### src/rtl/clk_divider_bank.sv
// Bank of NCH programmable 50%-duty clock dividers with one-cycle tick strobes,
// glitch-free runtime half-period updates and a global phase-align strobe.
module clk_divider_bank #(
  parameter int NCH            = 4,
  parameter int PW             = 30,
  parameter int DEFAULT_PERIOD = 25000000
) (
  input  logic           CLK_50M,
  input  logic           RST,
  input  logic [NCH-1:0] en,
  input  logic           wr_en,
  input  logic [2:0]     wr_ch,
  input  logic [PW-1:0]  wr_period,
  input  logic           sync,
  output logic [NCH-1:0] clk_out,
  output logic [NCH-1:0] tick,
  output logic [NCH-1:0] busy
);

  localparam logic [PW-1:0] DEF_P  = PW'(DEFAULT_PERIOD);
  localparam logic [PW-1:0] ZERO_P = {PW{1'b0}};
  localparam logic [PW-1:0] ONE_P  = {{(PW-1){1'b0}}, 1'b1};

  logic [PW-1:0]  active_r  [NCH];
  logic [PW-1:0]  pending_r [NCH];
  logic [PW-1:0]  cnt_r     [NCH];
  logic [NCH-1:0] clk_r;
  logic [NCH-1:0] tick_r;
  logic [NCH-1:0] busy_r;

  logic [PW-1:0]  last_s    [NCH];
  logic [NCH-1:0] wr_hit_s;
  logic [NCH-1:0] term_s;

  // Terminal-count and write-select decode; a half-period of 0 counts as 1.
  always_comb begin
    wr_hit_s = {NCH{1'b0}};
    term_s   = {NCH{1'b0}};
    for (int i = 0; i < NCH; i++) begin
      if (active_r[i] == ZERO_P) begin
        last_s[i] = ZERO_P;
      end else begin
        last_s[i] = active_r[i] - ONE_P;
      end
      wr_hit_s[i] = wr_en && (wr_ch == 3'(i));
      term_s[i]   = (cnt_r[i] == last_s[i]);
    end
  end

  // Per-channel divider state; sync outranks disable, which outranks counting.
  always_ff @(posedge CLK_50M or posedge RST) begin
    if (RST) begin
      for (int i = 0; i < NCH; i++) begin
        active_r[i]  <= DEF_P;
        pending_r[i] <= DEF_P;
        cnt_r[i]     <= ZERO_P;
      end
      clk_r  <= {NCH{1'b0}};
      tick_r <= {NCH{1'b0}};
      busy_r <= {NCH{1'b0}};
    end else begin
      for (int i = 0; i < NCH; i++) begin
        if (sync) begin
          cnt_r[i]  <= ZERO_P;
          clk_r[i]  <= 1'b0;
          tick_r[i] <= 1'b0;
          busy_r[i] <= 1'b0;
          if (wr_hit_s[i]) begin
            active_r[i]  <= wr_period;
            pending_r[i] <= wr_period;
          end else if (busy_r[i]) begin
            active_r[i] <= pending_r[i];
          end
        end else if (!en[i]) begin
          cnt_r[i]  <= ZERO_P;
          clk_r[i]  <= 1'b0;
          tick_r[i] <= 1'b0;
          // An idle channel takes a new period immediately; pending is kept otherwise.
          if (wr_hit_s[i]) begin
            active_r[i] <= wr_period;
            busy_r[i]   <= 1'b0;
          end
        end else begin
          if (term_s[i]) begin
            cnt_r[i]  <= ZERO_P;
            clk_r[i]  <= ~clk_r[i];
            tick_r[i] <= ~clk_r[i];
            if (busy_r[i]) begin
              active_r[i] <= pending_r[i];
            end
          end else begin
            cnt_r[i]  <= cnt_r[i] + ONE_P;
            tick_r[i] <= 1'b0;
          end
          if (wr_hit_s[i]) begin
            pending_r[i] <= wr_period;
            busy_r[i]    <= 1'b1;
          end else if (term_s[i]) begin
            busy_r[i] <= 1'b0;
          end
        end
      end
    end
  end

  assign clk_out = clk_r;
  assign tick    = tick_r;
  assign busy    = busy_r;

endmodule

### config.mk
export PLATFORM = sky130hd
export DESIGN_NAME = clk_divider_bank
export DESIGN_NICKNAME = d
export VERILOG_FILES = /design/src/rtl/clk_divider_bank.sv
export SDC_FILE = /design/constraint.sdc
export NUM_CORES = 1
export LEC_CHECK = 0
export BUFFER_PORTS_ARGS = -buffer_cell sky130_fd_sc_hd__buf_2
export CORE_ASPECT_RATIO = 1.25
export CORE_MARGIN = 5
export CORE_UTILIZATION = 50
export CTS_BUF_LIST = sky130_fd_sc_hd__clkbuf_4
export DETAILED_ROUTE_END_ITERATION = 8
export PLACE_DENSITY = 0.79
export SLEW_MARGIN = 5
export SYNTH_ARGS = -nofsm -noshare
export SYNTH_HDL_FRONTEND = slang
export SYNTH_SLANG_ARGS = --single-unit
### constraint.sdc
create_clock -name CLK_50M -period 9.75 [get_ports CLK_50M]
set_clock_uncertainty 0.2 [all_clocks]
set_input_delay 0 -clock CLK_50M [delete_from_list [all_inputs] [get_ports CLK_50M]]
set_output_delay 0 -clock CLK_50M [all_outputs]
set_load 0.02 [all_outputs]
==> results of run 1 <==
registers in the layout, indices dropped and copies added, names as in the netlist:
| register | cells |
|---|---|
| tick | 4 |
| active_r | 120 |
| pending_r | 120 |
| cnt_r | 120 |
| busy | 4 |
| clk_out | 4 |
power by group:
group	switching (mW)	internal (mW)	leakage (nW)
combinational	0.618	0.495	4.93
sequential	0.258	1.82	4.61
clock	0.691	0.687	0.749
cell type report:
| class | instances | share of cell area [%] |
|---|---|---|
| antenna | 3 | 0.0283 |
| clock buffer | 145 | 4.11 |
| clock inverter | 34 | 0.623 |
| inverter | 44 | 0.637 |
| multi-input combinational | 2092 | 50.4 |
| sequential | 372 | 35.6 |
| tap | 637 | 3.01 |
| timing repair buffer | 179 | 5.64 |
what timing repair did:
item | CTS | global route
resized for setup | 0 | 0
hold endpoints to repair | 459 | 0
hold buffers | 108 | 0
setup endpoints to repair | 0 | 0
layer usage:
metal / GRT usage, % / part of all wire [%]
met2: 47.1 / 48
met1: 35.6 / 40
met4: 14.7 / 5.6
met5: 0 / 0
met3: 4.29 / 6.4
critical path: stages, from the launching register on:
cell and delay, ps:
dfrtp_1 450, inv_1 130, ha_1 320, nor4b_1 910, nand3_1 260, nor4_1 760, a21oi_1 90, o311a_1 340
a211oi_1 270, and3_1 220, and4_1 1030, nor3_1 130, nor2_1 170
metrics by stage:
| stage | util (%) | std cells | power (mW) |
|---|---|---|---|
| finish | 56.3 | 3506 | 4.57 |
| global route | 56.3 | 3505 | 4.82 |
| CTS | 56.3 | 3503 | 4.59 |
| detailed placement | 51.3 | 3216 | 3.14 |
| global placement | 51.3 | 3216 | 3.10 |
| floorplan | - | 2701 | 2.84 |
cells by family after synthesis:
logic type,synth area share (%)
AO/OA/AOI/OAI,14.9
XOR/XNOR,8.40
adder cells (fa/ha/maj),0.422
buffers and inverters,4.23
flip-flops,39.7
multiplexers,6.39
AND/OR/NAND/NOR,26.0
final timing paths:
| kind | endpoint | slack (ps) | depth (start not counted) |
|---|---|---|---|
| worst max-delay path | active_r[86]$_DFFE_PP0P_ | 4320 | 12 |
| worst min-delay path | cnt_r[77]$_DFF_PP0_ | 70 | 4 |
| worst max register to register | active_r[86]$_DFFE_PP0P_ | 4320 | 12 |
| worst min register to register | tick[0]$_DFF_PP0_ | 290 | 1 |
| max in group asynchronous | tick[1]$_DFF_PP0_ | 6700 | 7 |
| min in group asynchronous | active_r[55]$_DFFE_PP0P_ | 260 | 5 |
layout by cell type, fill, tap and decap left out, drive strengths merged, types with 12 or more instances in the layout:
cell type | netlist | final
nand2 | 316 | 316
dfrtp | 276 | 276
nor2 | 269 | 269
clkbuf | 137 | 145
o21ai | 145 | 145
mux2 | 125 | 125
xnor2 | 116 | 116
a21oi | 112 | 112
xor2 | 109 | 109
nor3 | 109 | 109
dlygate4sd3 | 0 | 108
dfstp | 96 | 96
nand3 | 78 | 78
a31oi | 72 | 72
buf | 56 | 71
nor4 | 69 | 69
and3 | 62 | 62
nand4 | 55 | 55
inv | 44 | 45
nand3b | 43 | 43
o22ai | 40 | 40
or3 | 35 | 35
or4 | 34 | 34
a2bb2oi | 33 | 33
clkinv | 0 | 31
and4 | 17 | 17
and2 | 17 | 17
nand2b | 12 | 12
nor4b | 12 | 12
==> metrics.md, run 1 <==
| Metric | Value |
|---|---|
| Status | complete, no violations |
| Max Cap Viol | 0 |
| Hpwl dp | 48.7 mm |
| Clk pin slew, worst setup/hold paths | 70 ps |
| Share of layout cells above drive strength 1 | 18.9% |
| Die width | 205 um |
| Post-CTS Setup Bufs | 0 |
| Worst-skew pair later-pin latency | 900 ps |
| IO buf count | 52 |
| RSZ-0062 raised after global routing | false |
| Clock buffer count from CTS | 96 |
| PD cells | 172 nW/um^2 |
| I/O pin count | 53 |
| Crit-path max FO | 32 |
| Reg2reg start | active_r[60]$_DFFE_PP0P_ |
| Core Region | 47100 sq um |
| Top cell type's share of synthesized area | 29.1% |
| Yosys reg bits | 372 |
| Distinct cells, synth | 93 |
| Sequential share of the synthesized area | 39.7% |
| Worst Setup End Kind | flop |
| GRT overflow | 0 |
| Multi-input gate area | 13400 sq um |
| Hold Slack | 73.9 ps |
| Post-synth EDFFs | 0 |
| Finished Cell Area | 26500 sq um |
| Post-DRT Antenna Nets | 0 |
| Count leader, synth | nand2_1 |
| Gr usage total | 28.2% |
| Period utilisation layout | 55.7% |
| Required @ worst endpoint | 10280 ps |
| GP Congestion | 0.994 |
| Reg area | 9430 sq um |
| Number of global-route vias before repair | 21000 |
| CTS root buf | clkbuf_4 |
| Vias per Instance | 6.16 |
| Final slew viol count | 0 |
| Placed cell area | 24200 sq um |
| Layout Nets | 2834 |
| CP startpoint kind | flop |
| FFs w/ async S/R, synth | 100% |
| TritonRoute pass-1 iters | 5 |
| Largest net degree at the start of global routing | 179 |
| Minimum clock period | 5430 ps |
| Row count | 89 |
| Prevailing post-synth register cell | dfrtp_1 |
| DR iter-0 viols | 1761 |
| Vias | 21600 |
| Worst slew margin | 16.3% |
| First-pass GRT wire length | 117 mm |
| Initial antenna violation count | 3 |
| Worst slack at placement | 4570 ps |
| Static leakage | 10.3 nW |
| WL final | 73.5 mm |
| Hold Crit Start | en[1] |
| WL per Instance | 21.0 um |
| # DRC | 0 |
| Peak supply drop | 0.0818 mV |
| CTS Buffer Depth | 3 |
| Synthesized area | 23700 sq um |
| Most frequent cells after synthesis | 316 x nand2_1, 276 x dfrtp_1, 269 x nor2_1 |
| Yosys top cell by area | dfrtp_1 |
| CP Class | reg2reg |
| Clock Sink Count | 372 |
| Synthesis-to-layout area growth | 11.7% |
| Final setup vio count | 0 |
| Syn Area/Cell | 8.79 sq um |
| Worst-Margin Slew | 1260 ps |
| Cells after Synth | 2701 |
| CP Launch Point | active_r[60]$_DFFE_PP0P_ |
| Top post-synthesis cells by area | dfrtp_1 29%, dfstp_2 11%, mux2_2 5.9% |
| YS warnings | 0 |
| Setup TNS | 0 ps |
| Synthesized Nets | 2750 |
| Max Freq | 184 MHz |
| Critical Path AT | 5950 ps |
| Initial cell density of the core | 50.4% |
| Final WS setup | 4320 ps |
| Filler instances | 4155 |
| H-tree depth | 3 |
| Final hold violations | 0 |
| Die Span Y | 254 um |
| HP Class | in2reg |
| Die area | 52000 sq um |
| TritonCTS clock tree | yes |
Note: power is estimated with default switching activity, not from simulation.
==> run 2: changes to the inputs <==
Settings changed: PLACE_DENSITY 0.79 to 0.76.
Clock period 9.75 ns to 5.3 ns, I/O delays scaled along.
==> metrics.md, run 2 (same netlist as run 1, synthesis figures left out) <==
| Metric | Value |
|---|---|
| Status | complete, no violations |
| Final slew viol count | 0 |
| I/O pin count | 53 |
| Placed cell area | 24400 sq um |
| Share of layout cells above drive strength 1 | 19.8% |
| IO buf count | 52 |
| GP Congestion | 0.960 |
| Hold Crit Start | en[3] |
| Commonest non-fill, non-tap cells in the layout | 316 x nand2_1, 276 x dfrtp_1, 265 x nor2_1 |
| Row count | 89 |
| Seq pwr share | 44.7% |
| CP max stage cell | or4b_2 |
| Worst-Margin Slew | 1270 ps |
| CTS root buf | clkbuf_4 |
| Vias | 21700 |
| Placed cell count | 3242 |
| Critical Path AT | 5630 ps |
| Number of global-route vias before repair | 21100 |
| Initial antenna violation count | 2 |
| RSZ-0062 raised after global routing | false |
| Final hold violations | 0 |
| CP Class | reg2reg |
| Die area | 52000 sq um |
| Max Freq | 196 MHz |
| P_sw | 2.90 mW |
| Core Region | 47100 sq um |
| Static leakage | 10.5 nW |
| Most common cell after layout, fill and taps aside | nand2_1 |
| Clock buffer count from CTS | 95 |
| Final WS setup | 194 ps |
| Worst slack at placement | 706 ps |
| Final Instance Count excl. Fillers | 3538 |
| Cell Chain, Critical Path | inv_1 > ha_1 > or4b_2 > nor2_1 > nand2_1 > mux2i_1 > o2bb2ai_1 > or4_1 > nor4_2 > nand4_1 > a21oi_1 > dlygate4sd3_1 > nor3_1 > dlygate4sd3_1 |
| Switching Share | 33.9% |
| TritonRoute pass-1 iters | 5 |
| Peak supply drop | 0.164 mV |
| Layout Nets | 2866 |
| Clock Sink Count | 372 |
| HP Class | in2reg |
| Reg2reg start | active_r[90]$_DFFE_PP0P_ |
| # DRC | 0 |
| Largest net degree at the start of global routing | 144 |
| Logic pwr share | 24.5% |
| Hpwl dp | 49.8 mm |
| TritonCTS clock tree | yes |
| Worst Setup End Kind | flop |
| Crit-path max FO | 5 |
| Final setup vio count | 0 |
| WL final | 73.8 mm |
| Hold Slack | 120 ps |
| Finished Cell Area | 26900 sq um |
| Worst-skew pair later-pin latency | 870 ps |
| Vias per Instance | 6.13 |
| Minimum clock period | 5110 ps |
| WL per Instance | 20.9 um |
| CP startpoint kind | flop |
| GRT overflow | 0 |
| Int Pwr | 5.65 mW |
| Setup TNS | 0 ps |
| Worst slew margin | 15.3% |
| Gr usage total | 28.2% |
| CTS Buffer Depth | 3 |
| Post-DRT Antenna Nets | 0 |
| Worst path most repeated cell | dlygate4sd3_1 |
| Die Span Y | 254 um |
| Die width | 205 um |
| H-tree depth | 3 |
| Period utilisation layout | 96.3% |
| Initial cell density of the core | 50.4% |
| Clk pin slew, worst setup/hold paths | 80 ps |
| Biggest regs | active_r (120), cnt_r (120), pending_r (120) |
| Synthesis-to-layout area growth | 13.2% |
| Clock share of power | 30.8% |
| PD cells | 318 nW/um^2 |
| First-pass GRT wire length | 117 mm |
| DR iter-0 viols | 1715 |
| Max stage delay on crit path | 680 ps |
| Max Cap Viol | 0 |
| Required @ worst endpoint | 5830 ps |
| CP Launch Point | active_r[90]$_DFFE_PP0P_ |
run 2: path summary, 6_finish.rpt:
path                                        endpoint  slack [ps]  cells past startpoint
min in group asynchronous  pending_r[98]$_DFFE_PP0P_         180                      4
min                         active_r[13]$_DFFE_PP1P_         120                      5
max reg2reg                      busy[0]$_DFFE_PP0P_         190                     14
max                              busy[0]$_DFFE_PP0P_         190                     14
max in group asynchronous        cnt_r[65]$_DFF_PP0_        3410                      5
min reg2reg                        tick[0]$_DFF_PP0_         290                      1
run 2: metal layers:
layer | share of wire (%) | track usage, % | up-vias
li1 | - | - | 10100
met1 | 40 | 34.5 | 10600
met2 | 48 | 47.0 | 788
met3 | 5.3 | 4.02 | 248
met4 | 6.8 | 17.5 | 2
met5 | 0.018 | 0 | -
run 2: power by group through the flow:
stage | sequential [mW] | clock, mW | combinational, mW
floorplan | 3.63 | 0 | 1.60
global placement | 3.81 | 0 | 1.91
detailed placement | 3.85 | 0 | 1.96
CTS | 3.80 | 2.70 | 2.06
global route | 3.88 | 2.85 | 2.28
finish | 3.82 | 2.63 | 2.09
run 2: repair_timing:
action / in CTS / in global routing
endpoints found under the setup margin: 0 / 1
hold buffers: 115 / 0
endpoints found under the hold margin: 660 / 0
setup buffers: 0 / 0
gates resized for setup: 0 / 2
run 2: layout make-up:
class                      count  area, sq um
antenna                        1         2.50
clock buffer                 153         1150
clock inverter                27          148
fill                        4103        20200
inverter                      44          169
multi-input combinational   2092        13400
sequential                   372         9430
tap                          637          797
timing repair buffer         212         1790
run 2: stage by stage:
step	power (mW)	util [%]
6_report	8.55	57.0
4_1_cts	8.55	57.0
3_5_place_dp	5.81	51.8
5_1_grt	9.01	57.0
3_3_place_gp	5.73	51.8
2_1_floorplan	5.23	-
run 2: worst max-delay path: cells and delay by family, from the launching register on:
kind                       cells  cell delay [ps]
DFF                            1              410
adders and majority gates      1              220
AOI/OAI and AO/OA              2              280
and+or+nand+nor                7             2460
muxes                          1              200
buffers and inverters          3             1260
